## src/rtl/bin_to_gray_pkg.sv

```systemverilog
// Shared Gray-code helpers and defaults for the bin_to_gray block and for
// any receiver that needs to encode or decode Gray pointers.
package gray_pkg;

    localparam int GRAY_W_DEFAULT = 4;
    localparam int GRAY_W_MAX     = 32;

    // Binary to Gray on a full-width word; narrower callers zero-extend
    // the argument and take the low bits of the result.
    function automatic logic [GRAY_W_MAX-1:0] bin2gray(input logic [GRAY_W_MAX-1:0] b);
        return b ^ (b >> 1);
    endfunction

    // Gray to binary by running XOR from the MSB down. Zero-extended upper
    // bits leave the low bits unaffected.
    function automatic logic [GRAY_W_MAX-1:0] gray2bin(input logic [GRAY_W_MAX-1:0] g);
        logic [GRAY_W_MAX-1:0] b;
        logic                  acc;
        acc = 1'b0;
        b   = '0;
        for (int i = GRAY_W_MAX-1; i >= 0; i--) begin
            acc  = acc ^ g[i];
            b[i] = acc;
        end
        return b;
    endfunction

endpackage

```

## src/rtl/bin_to_gray_if.sv

```systemverilog
// Data/valid bundle between a producer of binary values and the
// bin_to_gray converter. The producer owns in_valid/B; the converter owns
// the Gray result and its self-check outputs.
interface bin_to_gray_if #(
    parameter int WIDTH = 4
);
    logic             in_valid;
    logic [WIDTH-1:0] B;
    logic [WIDTH-1:0] G;
    logic             out_valid;
    logic [WIDTH-1:0] B_back;
    logic             err;

    modport master (
        output in_valid,
        output B,
        input  G,
        input  out_valid,
        input  B_back,
        input  err
    );

    modport slave (
        input  in_valid,
        input  B,
        output G,
        output out_valid,
        output B_back,
        output err
    );
endinterface

```

## src/rtl/bin_to_gray_dec.sv

```systemverilog
// Purely combinational Gray-to-binary decoder. Each binary bit is the XOR
// of all Gray bits at or above it, so the loop carries a running XOR from
// the MSB downward.
module gray_to_bin #(
    parameter int WIDTH = 4
) (
    input  logic [WIDTH-1:0] gray_i,
    output logic [WIDTH-1:0] bin_o
);

    // Prefix-XOR chain from MSB to LSB
    always_comb begin
        logic acc;
        acc   = 1'b0;
        bin_o = '0;
        for (int i = WIDTH-1; i >= 0; i--) begin
            acc      = acc ^ gray_i[i];
            bin_o[i] = acc;
        end
    end

endmodule

```

## src/rtl/bin_to_gray.sv

```systemverilog
// Registered binary-to-Gray converter with a one-cycle-later round-trip
// decode and mismatch flag, used as a built-in self-check on the encoder.
module bin_to_gray
    import gray_pkg::*;
#(
    parameter int WIDTH = GRAY_W_DEFAULT
) (
    input  logic         clk,
    input  logic         rst,
    bin_to_gray_if.slave bus
);

    // Stage 1: encode register, valid flag and captured source value
    logic [WIDTH-1:0]      g_q, g_d;
    logic [WIDTH-1:0]      bcap_q, bcap_d;
    logic                  vld_q, vld_d;
    logic [GRAY_W_MAX-1:0] g_full;

    // Stage 2: decoded value and compare result
    logic [WIDTH-1:0]      bback_q, bback_d;
    logic                  err_q, err_d;
    logic [WIDTH-1:0]      dec_w;

    // Encode next-state: load on accepted input, otherwise hold
    always_comb begin
        g_full = bin2gray(GRAY_W_MAX'(bus.B));
        g_d    = g_q;
        bcap_d = bcap_q;
        vld_d  = bus.in_valid;
        if (bus.in_valid) begin
            g_d    = g_full[WIDTH-1:0];
            bcap_d = bus.B;
        end
    end

    gray_to_bin #(
        .WIDTH (WIDTH)
    ) u_dec (
        .gray_i (g_q),
        .bin_o  (dec_w)
    );

    // Decode next-state: only refresh when stage 1 holds a fresh sample
    always_comb begin
        bback_d = bback_q;
        err_d   = err_q;
        if (vld_q) begin
            bback_d = dec_w;
            err_d   = (dec_w != bcap_q);
        end
    end

    // State registers; reset clears data too so outputs are never X and a
    // sample pending at the reset edge is dropped
    always_ff @(posedge clk) begin
        if (rst) begin
            g_q     <= '0;
            bcap_q  <= '0;
            vld_q   <= 1'b0;
            bback_q <= '0;
            err_q   <= 1'b0;
        end else begin
            g_q     <= g_d;
            bcap_q  <= bcap_d;
            vld_q   <= vld_d;
            bback_q <= bback_d;
            err_q   <= err_d;
        end
    end

    assign bus.G         = g_q;
    assign bus.out_valid = vld_q;
    assign bus.B_back    = bback_q;
    assign bus.err       = err_q;

endmodule

```

## src/flat_wrapper.sv

```systemverilog
// flat-port wrapper written by rule: the top's interface ports become plain ports
module bin_to_gray_flat import gray_pkg::*;
#(
    parameter int WIDTH = GRAY_W_DEFAULT
)
  (clk, rst, bus_in_valid, bus_B, bus_G, bus_out_valid, bus_B_back, bus_err);
  bin_to_gray_if #(.WIDTH(WIDTH)) bus_i ();
  input  logic clk;
  input  logic rst;
  input wire logic [$bits(bus_i.in_valid)-1:0] bus_in_valid;
  input wire logic [$bits(bus_i.B)-1:0] bus_B;
  output wire logic [$bits(bus_i.G)-1:0] bus_G;
  output wire logic [$bits(bus_i.out_valid)-1:0] bus_out_valid;
  output wire logic [$bits(bus_i.B_back)-1:0] bus_B_back;
  output wire logic [$bits(bus_i.err)-1:0] bus_err;
  assign bus_i.in_valid = bus_in_valid;
  assign bus_i.B = bus_B;
  assign bus_G = bus_i.G;
  assign bus_out_valid = bus_i.out_valid;
  assign bus_B_back = bus_i.B_back;
  assign bus_err = bus_i.err;
  bin_to_gray #(.WIDTH(WIDTH)) u_core (.clk(clk), .rst(rst), .bus(bus_i));
endmodule
```

## config.mk

```make
export PLATFORM = sky130hd
export DESIGN_NAME = bin_to_gray_flat
export DESIGN_NICKNAME = d
export VERILOG_FILES = /design/src/rtl/bin_to_gray_pkg.sv /design/src/rtl/bin_to_gray_if.sv /design/src/rtl/bin_to_gray_dec.sv /design/src/rtl/bin_to_gray.sv /design/src/flat_wrapper.sv
export SDC_FILE = /design/constraint.sdc
export NUM_CORES = 1
export LEC_CHECK = 0
export BUFFER_PORTS_ARGS = -buffer_cell sky130_fd_sc_hd__buf_2
export CAP_MARGIN = 10
export CORE_AREA = 2 2 51 44
export DETAILED_ROUTE_END_ITERATION = 12
export DIE_AREA = 0 0 53 46
export PLACE_DENSITY_LB_ADDON = 0.05
export REMOVE_ABC_BUFFERS = 1
export SKIP_CTS_REPAIR_TIMING = 1
export SYNTH_ARGS = -nofsm -noshare
export SYNTH_HDL_FRONTEND = slang
export SYNTH_SLANG_ARGS = --single-unit
```

## constraint.sdc

```tcl
create_clock -name clk -period 3.3 [get_ports clk]
set_input_delay 0.165 -clock clk [delete_from_list [all_inputs] [get_ports clk]]
set_output_delay 0.165 -clock clk [all_outputs]
set_load 0.03 [all_outputs]
```

==> results.sh <==
export IMPL_cts_root_buffer="clkbuf_4"
export IMPL_crit_required_ns=3.13
export IMPL_clk_pin_slew_ns=0.08
export IMPL_grt_pass1_wl_um=1810
export IMPL_grt_pass1_vias=409
export IMPL_p_leak_nw=0.288
export IMPL_cts_inserted_buffers=3
export IMPL_gp_congestion=0.686
export IMPL_ios=17
export IMPL_hp_class="input pin to flip-flop"
export IMPL_finish_instance_area_um2=668
export IMPL_setup_viol=0
export IMPL_fin_skew_ns=0.000420
export IMPL_nNetsFinal=78
export IMPL_cp_max_fo=9
export IMPL_clockBufferDepth=2
export IMPL_p_per_area_mw_per_mm2=520
export IMPL_cts_tree="yes"
export IMPL_criticalPathCategory="flip-flop to primary output"
export IMPL_ant_nets=0
export IMPL_syn_avg_cell_area_um2=10.2
export IMPL_drt_vias_per_instance=4.23
export IMPL_fp_coreArea_mm2=0.00197
export IMPL_rows=15
export IMPL_drive_above_1_share_pct=30.0
export IMPL_cp_arrival_ns=1.08
export IMPL_tns_ns=0
export IMPL_critPathBufInv=1
export IMPL_setup_ws_ns=2.06
export IMPL_seq_area_frac_synth_pct=47.4
export IMPL_die_y_um=46
export IMPL_fp_dieArea_mm2=0.00244
export IMPL_min_period_ns=1.24
export IMPL_dpl_cell_area_um2=642
export IMPL_finalPower_uw=348
export IMPL_antenna_cells=0
export IMPL_rsz0062_at_grt="false"
export IMPL_dp_hpwl_um=812
export IMPL_wl_per_cell_um=11.1
export IMPL_status="finished, final reports clean"
export IMPL_overflow=0
export IMPL_port_buffers=16
export IMPL_synthCells=54
export IMPL_drc=0
export IMPL_grt_usage_pct=10.7
export IMPL_max_slew_margin_pct=76.3
export IMPL_htreeDepth=1
export IMPL_grt_max_degree=14
export IMPL_area_growth_pct=21.6
export IMPL_start_util_pct=27.9
export IMPL_crit_slowest_cell="dfxtp_1"
export IMPL_antenna_found_initial=0
export IMPL_vias=402
export IMPL_yosysUniqueCellTypes=14
export IMPL_cp_end_kind="primary output"
export IMPL_period_share_pct=37.6
export IMPL_cap_violations=0
export IMPL_cpPeakStageDelay_ns=0.54
export IMPL_clkLatencyLatePin_ns=0.27
export IMPL_syn_area_um2=549
export IMPL_synth_seq_cells=13
export IMPL_hold_violations=0
export IMPL_drt_iter0_markers=1
export IMPL_r2r_slack_ns=2.11
export IMPL_crit_family="flip-flops"
export IMPL_clock_sinks=13
export IMPL_slew_violations=0
export IMPL_ir_drop_mv=0.239
export IMPL_fmax_mhz=805
export IMPL_dp_slack_ns=2.10
export IMPL_firstDrtPassIters=2
export IMPL_cp_start_kind="flip-flop"
export IMPL_wirelength_um=1050
export IMPL_path_cells="buf_2"
export IMPL_worst_pin_slew_ns=0.355
export IMPL_die_x_um=53
export IMPL_yosys_warnings=0
-- path summary, 6_finish.rpt --
check | startpoint | end | depth (start not counted)
max | u_core.bus.out_valid | bus_out_valid | 1
min | bus_B[3] | u_core.bcap_q[3] | 3
max reg2reg | u_core.bus.G[2] | u_core.bus.err | 4
min reg2reg | u_core.bus.B_back[2] | u_core.bus.B_back[2] | 2
-- synth_stat cells --
master / count / area, um2
a211oi_1: 4 / 30.0
a211oi_2: 1 / 12.5
buf_4: 1 / 7.51
clkbuf_1: 3 / 11.3
dfxtp_1: 13 / 260
mux2i_1: 7 / 70.1
nand2_1: 1 / 3.75
nand4b_1: 1 / 8.76
nor2_1: 12 / 45.0
nor2b_1: 1 / 6.26
o31ai_1: 1 / 7.51
xnor2_1: 7 / 61.3
xnor2_2: 1 / 16.3
xor2_1: 1 / 8.76
-- stage by stage --
step / std cells / hold WS [ns] / utilization (%)
2_1_floorplan: 50 / 0.237 / -
3_3_place_gp: 91 / 0.437 / 32.6
3_5_place_dp: 91 / 0.433 / 32.6
4_1_cts: 95 / 0.139 / 33.9
5_1_grt: 95 / 0.165 / 33.9
6_report: 95 / 0.152 / 33.9
-- routing by layer --
layer	up-vias	routed length, um	GRT usage (%)
li1	215	-	-
met1	178	517	13.5
met2	9	474	15.8
met3	0	61	5.92
met4	0	0	3.08
met5	-	0	0
-- where the power goes --
part | switching, mW | total (mW) | internal [mW] | leakage, nW
clock | 0.0495 | 0.0963 | 0.0468 | 0.0150
sequential | 0.0100 | 0.178 | 0.168 | 0.107
combinational | 0.0433 | 0.0738 | 0.0305 | 0.166
-- registers in the layout (all words and copies together), names as in the netlist --
name,count
u_core.bus.err,1
u_core.bus.B_back,4
u_core.bus.G,3
u_core.bcap_q,4
u_core.bus.out_valid,1
-- cells in the final DEF (no fill, tap or decap), types with 3 or more instances in the layout --
master    count
dfxtp_1      13
mux2i_1       7
buf_2        16
nor2_1       12
clkbuf_4      3
xnor2_1       7
a211oi_1      4
-- layout make-up --
type | instances | area, um2
Multi-Input combinational cell | 37 | 270
Tap cell | 25 | 31.3
Clock buffer | 4 | 26.3
Timing Repair Buffer | 16 | 80.1
Sequential cell | 13 | 260
Fill cell | 216 | 1300
-- cell families after synthesis --
logic type / Yosys count / synth area share, %
buf+inv: 4 / 3.42
mux: 7 / 12.8
flops: 13 / 47.4
xor+xnor: 9 / 15.7
compound gates: 6 / 9.11
simple gates: 15 / 11.6
(Power assumes the default switching activity.)
